<file path="config.mk">
export PLATFORM = sky130hd
export DESIGN_NAME = spi_byte_master
export DESIGN_NICKNAME = d
export VERILOG_FILES = /design/src/rtl/spi_pkg.sv /design/src/rtl/spi_clk_gen.sv /design/src/rtl/spi_byte_master.sv
export SDC_FILE = /design/constraint.sdc
export NUM_CORES = 1
export LEC_CHECK = 0
export CORE_UTILIZATION = 26
export DETAILED_ROUTE_END_ITERATION = 6
export PLACE_DENSITY = 0.49
export SLEW_MARGIN = 10
export SYNTH_ARGS = -nofsm -noshare
export SYNTH_HDL_FRONTEND = slang
export SYNTH_SLANG_ARGS = --single-unit
</file>
<file path="constraint.sdc">
create_clock -name clk -period 1.82 [get_ports clk]
set_input_delay 0.364 -clock clk [delete_from_list [all_inputs] [get_ports clk]]
set_output_delay 0.364 -clock clk [all_outputs]
set_load 0.01 [all_outputs]
</file>
<file path="src/rtl/spi_pkg.sv">
// rtl/spi_pkg.sv - shared state type, SPI mode and default sizing for the SPI byte master
package spi_pkg;

    typedef enum logic [1:0] {
        ST_IDLE  = 2'd0,
        ST_SETUP = 2'd1,
        ST_XFER  = 2'd2,
        ST_HOLD  = 2'd3
    } spi_state_e;

    localparam logic SPI_CPOL = 1'b0;
    localparam logic SPI_CPHA = 1'b0;

    localparam int SPI_DATA_W_DEF  = 8;
    localparam int SPI_CLK_DIV_DEF = 4;

endpackage

</file>
<file path="src/rtl/spi_clk_gen.sv">
// rtl/spi_clk_gen.sv - half-period divider emitting alternating one-cycle rise/fall strobes
module spi_clk_gen
    import spi_pkg::*;
#(
    parameter int CLK_DIV = SPI_CLK_DIV_DEF
) (
    input  logic clk,
    input  logic rst_n,
    input  logic en_i,
    output logic rise_stb_o,
    output logic fall_stb_o
);

    localparam int CNT_W = $clog2(CLK_DIV + 1);
    localparam logic [CNT_W-1:0] RELOAD = CNT_W'(CLK_DIV - 1);

    logic [CNT_W-1:0] cnt_q, cnt_d;
    logic             phase_q, phase_d;

    // Held at RELOAD while disabled so the first half-period is a full CLK_DIV cycles.
    always_comb begin
        cnt_d   = cnt_q;
        phase_d = phase_q;
        if (!en_i) begin
            cnt_d   = RELOAD;
            phase_d = 1'b0;
        end else if (cnt_q == '0) begin
            cnt_d   = RELOAD;
            phase_d = ~phase_q;
        end else begin
            cnt_d = cnt_q - 1'b1;
        end
    end

    always_ff @(posedge clk) begin
        if (!rst_n) begin
            cnt_q   <= RELOAD;
            phase_q <= 1'b0;
        end else begin
            cnt_q   <= cnt_d;
            phase_q <= phase_d;
        end
    end

    assign rise_stb_o = en_i && (cnt_q == '0) && !phase_q;
    assign fall_stb_o = en_i && (cnt_q == '0) &&  phase_q;

endmodule

</file>
<file path="src/rtl/spi_byte_master.sv">
// rtl/spi_byte_master.sv - single-byte mode-0 SPI master with registered outputs
module spi_byte_master
    import spi_pkg::*;
#(
    parameter int CLK_DIV = SPI_CLK_DIV_DEF,
    parameter int DATA_W  = SPI_DATA_W_DEF
) (
    input  logic              clk,
    input  logic              rst_n,
    input  logic [DATA_W-1:0] tx_data,
    input  logic              tx_valid,
    output logic              tx_ready,
    output logic [DATA_W-1:0] rx_data,
    output logic              rx_valid,
    output logic              busy,
    output logic              sclk,
    output logic              mosi,
    input  logic              miso,
    output logic              cs_n
);

    localparam int CNT_W = $clog2(CLK_DIV + 1);
    localparam int BIT_W = $clog2(DATA_W + 1);
    localparam logic [CNT_W-1:0] RELOAD   = CNT_W'(CLK_DIV - 1);
    localparam logic [BIT_W-1:0] LAST_BIT = BIT_W'(DATA_W - 1);
    localparam logic SAMPLE_ON_RISE = (SPI_CPOL == SPI_CPHA);

    spi_state_e        state_q, state_d;
    logic [CNT_W-1:0]  cnt_q, cnt_d;
    logic [BIT_W-1:0]  bits_q, bits_d;
    logic [DATA_W-1:0] shift_q, shift_d;
    logic [DATA_W-1:0] rx_data_q, rx_data_d;
    logic              rx_valid_q, rx_valid_d;
    logic              busy_q, busy_d;
    logic              sclk_q, sclk_d;
    logic              mosi_q, mosi_d;
    logic              cs_n_q, cs_n_d;

    logic rise_stb, fall_stb, sample_stb, launch_stb;

    spi_clk_gen #(
        .CLK_DIV (CLK_DIV)
    ) u_clk_gen (
        .clk        (clk),
        .rst_n      (rst_n),
        .en_i       (state_q == ST_XFER),
        .rise_stb_o (rise_stb),
        .fall_stb_o (fall_stb)
    );

    assign sample_stb = SAMPLE_ON_RISE ? rise_stb : fall_stb;
    assign launch_stb = SAMPLE_ON_RISE ? fall_stb : rise_stb;

    // Sampled miso enters the LSB as the register shifts, so the MSB always holds the next bit out.
    always_comb begin
        state_d    = state_q;
        cnt_d      = cnt_q;
        bits_d     = bits_q;
        shift_d    = shift_q;
        rx_data_d  = rx_data_q;
        rx_valid_d = 1'b0;
        sclk_d     = sclk_q;
        mosi_d     = mosi_q;
        cs_n_d     = cs_n_q;
        case (state_q)
            ST_IDLE: begin
                cs_n_d = 1'b1;
                if (tx_valid) begin
                    state_d = ST_SETUP;
                    cnt_d   = RELOAD;
                    bits_d  = '0;
                    shift_d = tx_data;
                    mosi_d  = tx_data[DATA_W-1];
                    cs_n_d  = 1'b0;
                end
            end
            ST_SETUP: begin
                if (cnt_q == '0) begin
                    state_d = ST_XFER;
                end else begin
                    cnt_d = cnt_q - 1'b1;
                end
            end
            ST_XFER: begin
                if (rise_stb || fall_stb) begin
                    sclk_d = ~sclk_q;
                end
                if (sample_stb) begin
                    shift_d = {shift_q[DATA_W-2:0], miso};
                end
                if (launch_stb) begin
                    if (bits_q == LAST_BIT) begin
                        state_d = ST_HOLD;
                        cnt_d   = RELOAD;
                    end else begin
                        mosi_d = shift_q[DATA_W-1];
                        bits_d = bits_q + 1'b1;
                    end
                end
            end
            ST_HOLD: begin
                if (cnt_q == '0) begin
                    state_d    = ST_IDLE;
                    rx_data_d  = shift_q;
                    rx_valid_d = 1'b1;
                    cs_n_d     = 1'b1;
                    mosi_d     = 1'b0;
                end else begin
                    cnt_d = cnt_q - 1'b1;
                end
            end
            default: begin
                state_d = ST_IDLE;
            end
        endcase
        busy_d = (state_d != ST_IDLE);
    end

    always_ff @(posedge clk) begin
        if (!rst_n) begin
            state_q    <= ST_IDLE;
            cnt_q      <= '0;
            bits_q     <= '0;
            shift_q    <= '0;
            rx_data_q  <= '0;
            rx_valid_q <= 1'b0;
            busy_q     <= 1'b0;
            sclk_q     <= SPI_CPOL;
            mosi_q     <= 1'b0;
            cs_n_q     <= 1'b1;
        end else begin
            state_q    <= state_d;
            cnt_q      <= cnt_d;
            bits_q     <= bits_d;
            shift_q    <= shift_d;
            rx_data_q  <= rx_data_d;
            rx_valid_q <= rx_valid_d;
            busy_q     <= busy_d;
            sclk_q     <= sclk_d;
            mosi_q     <= mosi_d;
            cs_n_q     <= cs_n_d;
        end
    end

    assign tx_ready = (state_q == ST_IDLE);
    assign rx_data  = rx_data_q;
    assign rx_valid = rx_valid_q;
    assign busy     = busy_q;
    assign sclk     = sclk_q;
    assign mosi     = mosi_q;
    assign cs_n     = cs_n_q;

endmodule

</file>
* After elaboration in Yosys (flattened, before gate mapping) *
Cells that the tools add are included.

storage, ports and cells
  register bits after elaboration = 34
  input bits = 12
  output and inout port bits = 14
  logic and storage cells = 80

cells by class
  $add $sub $neg = 3
  eq/ne operators = 11
  mux-type cells = 27
  bitwise logic cells = 4
  reductions and logical operators = 23

operators with widths
  kind                 count
  $mux 8               2
  $pmux 8 s2           1
  $ne 2x2->1 const B   7
  $mux 3               4
  $mux 4               3
  $mux 2               5
  $reduce_and 2->1     5
  $pmux 3 s3           1
  $pmux 2 s4           1
  $pmux 4 s2           1
  $reduce_and 4->1     2
  $mux 1               7
  $logic_not 3->1      2
  $reduce_bool 2->1    3
  $sub 3x1->3 const B  2
  $reduce_and 5->1     1
  $add 4x1->4 const B  1
  $eq 2x2->1 const B   2
  $eq 4x3->1 const B   1
  $not 1->1            4
  $logic_and 1x1->1    3
  $pmux 1 s3           1
  $reduce_and 3->1     1
  $reduce_bool 3->1    1
  7 further kinds      7

* Logic depth before layout (Yosys ltp) *
Gate-level depths: netlist of run 1.

  word-level depth = 6
  mapped depth = 7
  gate-level depth less buffers = 7

* Hierarchy *
From an unflattened synthesis of run 1, not the netlist that was laid out.

unflattened totals
  cell total of the unflattened synthesis = 156
  area total of the unflattened synthesis = 1620.3 µm²

by module, submodules not included
  module           instances  cells an instance  area an instance (µm²)  seq. area each (µm²)
  spi_byte_master  1          135                1433.9                  600.6
  spi_clk_gen      1          21                 186.4                   80.1

* Least setup slack after synthesis of run 1 *
No wires, ideal clock.

  path type = register -> register
  start = register u_clk_gen.cnt_q[0]
  end = register cnt_q[0]
  setup time = 0.119 ns
  arrival = 1.425 ns
  data required time = 1.701 ns
  slack = 0.277 ns
  cell stages (with the launch flop) = 8
  path buffers = 1
  period minus slack after synthesis = 1.543 ns
  cells stage by stage = dfxtp_1 > inv_1 > ha_1 > nand4b_4 > nand3_1 > and3_1 > buf_2 > o221a_2

on the way
  word-level cells in the longest chain between the ends = 5

ends and longest elaborated chain
  element                          line                    RTL
  from (decl)                      spi_clk_gen.sv:17       logic [CNT_W-1:0] cnt_q, cnt_d;
  from (signal assigned)           spi_clk_gen.sv:40       cnt_q <= cnt_d;
  $logic_not 3->1                  spi_clk_gen.sv:46       assign fall_stb_o = en_i && (cnt_q == '0) && phase_q;
  $logic_and 1x1->1 (2 in series)  spi_clk_gen.sv:46
  $ne 2x2->1 (no line)             -
  $reduce_and 4->1 (no line)       -
  to (signal assigned)             spi_byte_master.sv:133  cnt_q <= cnt_d;
  to (decl)                        spi_byte_master.sv:29   logic [CNT_W-1:0] cnt_q, cnt_d;

No other way between the ends.
A chain may end at the register's enable or synchronous reset.

* Final worst setup path of run 1 *
  start = register state_q[1]
  end = output port tx_ready

on the way
  word-level cells in the longest chain between the ends = 1

ends and longest elaborated chain
  element                 line                    RTL
  from (decl)             spi_byte_master.sv:28   spi_state_e state_q, state_d;
  from (signal assigned)  spi_byte_master.sv:132  state_q <= state_d;
  $logic_not 2->1         spi_byte_master.sv:145  assign tx_ready = (state_q == ST_IDLE);
  to (decl)               spi_byte_master.sv:12   output logic tx_ready,

No other way between the ends.

==> results of run 1 <==
-- flip-flops by register name, indices dropped and copies added (netlist names) --
signal / cells
mosi: 1
rx_valid: 1
cnt_q: 3
rx_data: 8
state_q: 2
bits_q: 4
shift_q: 8
u_clk_gen.cnt_q: 3
busy: 1
cs_n: 1
u_clk_gen.phase_q: 1
sclk: 1
-- per-layer routing --
layer,GRT usage,vias up,share of wire
li1,-,655,-
met2,0.1655,19,0.41
met1,0.1549,595,0.54
met4,0.06545,0,0.025
met5,0,-,0
met3,0.02414,8,0.024
-- kinds of logic (layout without fill, tap and decap cells) --
family / after synthesis / count (layout) / synth area share
adder cells (fa/ha/maj): 5 / 5 / 0.04032
AO/OA/AOI/OAI: 33 / 33 / 0.1710
flip-flops: 34 / 34 / 0.4387
XOR/XNOR: 3 / 3 / 0.01694
multiplexers: 3 / 3 / 0.01936
buffers and inverters: 19 / 50 / 0.06048
AND/OR/NAND/NOR: 79 / 79 / 0.2532
-- repair_timing --
action                     in CTS  in global routing
setup endpoints to repair       1                  0
hold endpoints to repair        0                  0
resized for setup               2                  0
-- stage by stage --
stage               hold WS, ns  cell area [um2]    util
floorplan                0.3579             1551       -
global placement         0.3684             1908  0.3382
detailed placement       0.3716             1908  0.3382
CTS                      0.3882             2049  0.3633
global route             0.4004             2049  0.3633
finish                   0.3841             2049  0.3633
-- final cells by class --
type	count	area [um2]	area share
multi-input cells	123	779.5	0.3803
flip-flops and latches	34	681.9	0.3327
repair buffers	34	330.3	0.1612
well taps	72	90.09	0.04396
clock buffers	5	68.82	0.03358
clock inverters	3	68.82	0.03358
inverters	8	30.03	0.01465
-- synthesized netlist by cell type, drive strengths merged --
library cell,instances
nand2,40
dfxtp,34
nor2,19
a21oi,12
a311oi,9
inv,8
buf,6
clkbuf,5
ha,5
nand3,4
and3,3
mux2i,3
nand2b,3
o21ai,3
a211oi,2
nor2b,2
xor2,2
a21bo,1
a21o,1
a31o,1
a31oi,1
and2,1
and2b,1
and4b,1
nand3b,1
nand4,1
nand4b,1
nand4bb,1
o211a,1
o221a,1
o22ai,1
or3,1
xnor2,1
-- critical path: cells and delay by family, from the launching register on --
kind          cells  cell delay [ns]
buf+inv           1             0.55
flops             1             0.40
simple gates      1             0.16
-- worst max path at each step --
| stage | startpoint | end | slack [ns] |
|---|---|---|---|
| floorplan | u_clk_gen.cnt_q[0]$_SDFF_PP1_ | cnt_q[0]$_SDFFE_PN0P_ | 0.28 |
| global placement | tx_valid | bits_q[3]$_SDFFE_PN0P_ | 0.05 |
| detailed placement | tx_valid | bits_q[3]$_SDFFE_PN0P_ | 0.008 |
| CTS | state_q[1]$_SDFF_PN0_ | tx_ready | 0.05 |
| global route | state_q[1]$_SDFF_PN0_ | tx_ready | 0.003 |
| finish | state_q[1]$_SDFF_PN0_ | tx_ready | 0.06 |
-- power groups by stage --
| stage | clock network [mW] | registers (mW) | logic, mW |
|---|---|---|---|
| after global placement | 0 | 0.922 | 0.543 |
| after CTS | 0.861 | 0.906 | 0.545 |
| after detailed placement | 0 | 0.918 | 0.542 |
| final | 0.848 | 0.905 | 0.539 |
| after global routing | 0.895 | 0.921 | 0.606 |
| after floorplan | 0 | 0.904 | 0.364 |
==> reports/results.txt, run 1 <==
setup TNS = 0 ns
FF-to-FF End = bits_q[3]$_SDFFE_PN0P_
ANT cells = 0
Peak VDD IR = 0.3332 mV
I/O Buffers = 25
FF-to-FF path depth = 6
global-route wire length before repair = 5506 um
CP arrival = 1.40 ns
max_cap viols = 0
Comb power frac = 0.235
Worst R2R Start = u_clk_gen.cnt_q[0]$_SDFF_PP1_
Max Fclk = 567.5 MHz
crit end category = output port
commonest non-fill, non-tap cell in the layout = nand2_1
number of cells on the worst hold path = 1
Worst Path Required = 1.46 ns
flops & latches, synth = 34
Non-Filler Instances = 279
Power Total = 2.293 mW
Post-CTS Hold Fix Bufs = 0
final setup vio count = 0
Routed Antenna Nets = 0
pwr dens = 1119 nW/um2
core region area = 5642 um2
H-Tree Depth = 2
Root Buffer = clkbuf_8
DRT Wirelength = 3230 um
worst setup slack after layout = 0.05774 ns
register area share after synthesis = 0.4387
clock transition at the registers of the reported paths = 0.08 ns
gp weighted congestion = 0.8064
TritonCTS clock tree = built
Psw = 0.6480 mW
Avg Cell Area, Syn = 8.815 um2
clock buffer depth = 2
std cell rows = 27
Syn Nets = 193
total track usage = 0.1142
crit path cell chain = nor2_2, clkdlybuf4s50_1
crit path launch type = flop
final hold violation count = 0
Rel. slew slack = 0.7569
HP Class = reg2reg
final period utilization = 0.9683
overall die height = 79.25 um
flop2flop setup slack = 0.14 ns
Max Slew Vio Count = 0
DR WL/cell = 11.58 um
post-place setup slack = 0.008370 ns
antenna violations before repair = 0
most frequent cells in the layout = nand2_1, dfxtp_1, clkdlybuf4s50_1
Distinct cells, synth = 39
Die X-Extent = 79.25 um
Int Power = 1.645 mW
Hold Startpoint = u_clk_gen.cnt_q[0]$_SDFF_PP1_
ranking of synthesized cells by area = dfxtp_1, nand2_1, nor2_1
critical path fanouts, max = 10
Clk pwr share = 0.370
TritonCTS buffer count = 5
Die Area = 6281 um2
vias in the first global route = 1,177
post-detail-place hpwl = 2348 um
post-synth top area cell = dfxtp_1
drt first pass iters = 4
Initial Utilization = 0.2750
Synth top area share = 0.4387
largest net degree at the start of global routing = 21
drt first-iter violations = 65
post-CTS setup buffers = 0
Cell Area, Synth = 1551 um2
average vias per placed instance = 4.577
Clock Sinks = 34
placed cells = 271
Fin Clk Skew = 0.005490 ns
Layout Nets = 223
clock latency on the worst-skew pair = 0.29 ns
share of cells above drive strength 1 = 0.1401
status = complete, no violations
# IOs = 26
sequential share of power = 0.395
Sw Share = 0.2826
Setup CP Type = reg2out
fill count = 592
Ys Warns = 0
post-route minimum period = 1.762 ns
worst stage delay on the critical path = 0.55 ns
Vias = 1,277
Syn Inst Count = 176
RSZ-0062 raised after global routing = no
CP max stage cell = clkdlybuf4s50_1
hold path endpoint = u_clk_gen.cnt_q[0]$_SDFF_PP1_
worst slew pin tran = 0.3634 ns
DRC viols = 0
synthesis-to-layout area growth = 32.10%
total grt overflow = 0
Pleak = 0.8168 nW
Note: power is estimated with default switching activity, not from simulation.
==> run 2: changes to the inputs <==
--- a/config.mk
+++ b/config.mk
@@ -5,9 +5,9 @@
 export SDC_FILE = /design/constraint.sdc
 export NUM_CORES = 1
 export LEC_CHECK = 0
-export CORE_UTILIZATION = 26
+export CORE_UTILIZATION = 28
 export DETAILED_ROUTE_END_ITERATION = 6
-export PLACE_DENSITY = 0.49
+export PLACE_DENSITY = 0.51
 export SLEW_MARGIN = 10
 export SYNTH_ARGS = -nofsm -noshare
 export SYNTH_HDL_FRONTEND = slang
==> run 2 against run 1 <==
Net effect:
- critical path depth is the same
- sequential cell count is the same
- critical endpoint unchanged
- largest power group unchanged
- register-to-register slack is essentially flat
- final cell count shrank 0.36%
==> reports/results.txt, run 2 (synthesis gave the netlist of run 1 again) <==
final setup vio count = 0
Peak VDD IR = 0.2758 mV
I/O Buffers = 25
commonest non-fill, non-tap cell in the layout = nand2_1
fill count = 556
pwr dens = 1052 nW/um2
Initial Utilization = 0.2962
antenna violations before repair = 0
Int Power = 1.503 mW
Max Fclk = 573.1 MHz
ANT cells = 0
Pleak = 0.8034 nW
total track usage = 0.1133
overall die height = 76.44 um
Sw Share = 0.2964
post-route minimum period = 1.745 ns
max_cap viols = 0
vias in the first global route = 1,213
Fin Clk Skew = 0.003162 ns
clock latency on the worst-skew pair = 0.28 ns
clock transition at the registers of the reported paths = 0.07 ns
Hold Startpoint = u_clk_gen.cnt_q[0]$_SDFF_PP1_
worst slew pin tran = 0.3448 ns
Die Area = 5843 um2
drt first-iter violations = 33
post-place setup slack = 0.01233 ns
crit path cell chain = nor2_2, clkdlybuf4s50_1
Max Slew Vio Count = 0
post-CTS setup buffers = 0
drt first pass iters = 4
most frequent cells in the layout = nand2_1, dfxtp_1, clkdlybuf4s50_1
HP Class = reg2reg
CP arrival = 1.38 ns
H-Tree Depth = 2
Psw = 0.6329 mW
DR WL/cell = 11.00 um
Worst Path Required = 1.46 ns
worst stage delay on the critical path = 0.55 ns
crit end category = output port
Setup CP Type = reg2out
Die X-Extent = 76.44 um
Critical Path Source = state_q[0]$_SDFF_PN0_
gp weighted congestion = 0.7401
core region area = 5238 um2
# IOs = 26
std cell rows = 26
Final Util = 0.3875
status = complete, no violations
final hold violation count = 0
Buf/Inv on CP = 1
TritonCTS clock tree = built
Clk pwr share = 0.327
synthesis-to-layout area growth = 30.81%
Routed Antenna Nets = 0
crit-path leading delay family = buffers and inverters
setup TNS = 0 ns
largest net degree at the start of global routing = 17
Rel. slew slack = 0.7694
crit path launch type = flop
Layout Nets = 224
Vias = 1,241
Worst R2R Start = u_clk_gen.cnt_q[0]$_SDFF_PP1_
average vias per placed instance = 4.464
Root Buffer = clkbuf_8
clock buffer depth = 2
DRC viols = 0
TritonCTS buffer count = 5
post-detail-place hpwl = 2318 um
DRT Wirelength = 3057 um
sequential share of power = 0.422
total grt overflow = 0
RSZ-0062 raised after global routing = no
CP max stage cell = clkdlybuf4s50_1
final period utilization = 0.9588
worst setup slack after layout = 0.07500 ns
share of cells above drive strength 1 = 0.1394
global-route wire length before repair = 5375 um
critical path fanouts, max = 10
Clock Sinks = 34
Comb power frac = 0.251
-- run 2: cell count changes in the layout (fill, tap and decap cells not counted) --
| cell | before | now |
|---|---|---|
| dfxtp_1 | 33 | 34 |
| dfxtp_2 | 1 | 0 |
| buf_4 | 8 | 9 |
| clkinv_4 | 1 | 0 |
| clkinvlp_4 | 0 | 2 |
| bufinv_16 | 2 | 1 |
-- run 2: per-layer routing --
metal,vias up,routed length (um),GRT usage
li1,657,-,-
met1,560,1556,0.1386
met2,20,1343,0.1865
met3,4,109,0.03114
met4,0,48,0.04615
met5,-,0,0
-- run 2: final timing paths --
kind	to	slack (ns)	depth (start not counted)
max	tx_ready	0.07	2
min	u_clk_gen.cnt_q[0]$_SDFF_PP1_	0.38	1
max reg2reg	bits_q[3]$_SDFFE_PN0P_	0.15	6
min reg2reg	u_clk_gen.cnt_q[0]$_SDFF_PP1_	0.38	1
-- run 2: power by group through the flow --
stage / Clock (mW) / Sequential, mW / Combinational (mW)
6_report: 0.699 / 0.902 / 0.535
5_1_grt: 0.752 / 0.916 / 0.605
4_1_cts: 0.719 / 0.901 / 0.543
3_5_place_dp: 0 / 0.918 / 0.542
3_3_place_gp: 0 / 0.919 / 0.540
2_1_floorplan: 0 / 0.904 / 0.364
-- run 2: worst register-to-register path: stages (launching register included) --
cell and delay [ns]:
dfxtp_1 0.31, inv_1 0.07, ha_1 0.30, nand4b_4 0.16, a211oi_4 0.40, a211oi_1 0.13, a31o_1 0.20
-- run 2: per-stage QoR --
step	instance area [um2]	power, mW	std cells	hold WS [ns]
after global placement	1913	1.459	270	0.3666
final	2029	2.135	278	0.3823
after detailed placement	1913	1.459	270	0.3689
after global routing	2029	2.274	278	0.4174
after CTS	2027	2.163	278	0.3865
after floorplan	1551	1.268	176	0.3579
-- run 2: repair_timing --
action | CTS | global route
hold buffers | 0 | 0
endpoints found under the setup margin | 0 | 1
hold endpoints to repair | 0 | 0
gates resized for setup | 0 | 1
-- run 2: cell type report --
cell class | count | area, um2 | share of cell area
repair buffers | 35 | 337.8 | 0.1665
clock inverters | 3 | 45.04 | 0.02219
inverters | 8 | 30.03 | 0.01480
well taps | 70 | 87.58 | 0.04316
multi-input cells | 123 | 779.5 | 0.3841
flip-flops and latches | 34 | 680.7 | 0.3354
clock buffers | 5 | 68.82 | 0.03391
==> run 3: changes to the inputs <==
--- a/config.mk
+++ b/config.mk
@@ -6,6 +6,8 @@
 export NUM_CORES = 1
 export LEC_CHECK = 0
 export CORE_UTILIZATION = 28
+export CTS_BUF_LIST = sky130_fd_sc_hd__clkbuf_8 sky130_fd_sc_hd__clkbuf_16
+export CTS_CLUSTER_DIAMETER = 50
 export DETAILED_ROUTE_END_ITERATION = 6
 export PLACE_DENSITY = 0.51
 export SLEW_MARGIN = 10
==> results of run 3 <==
The final DEF is identical to that of run 2; final timing and power are the same.
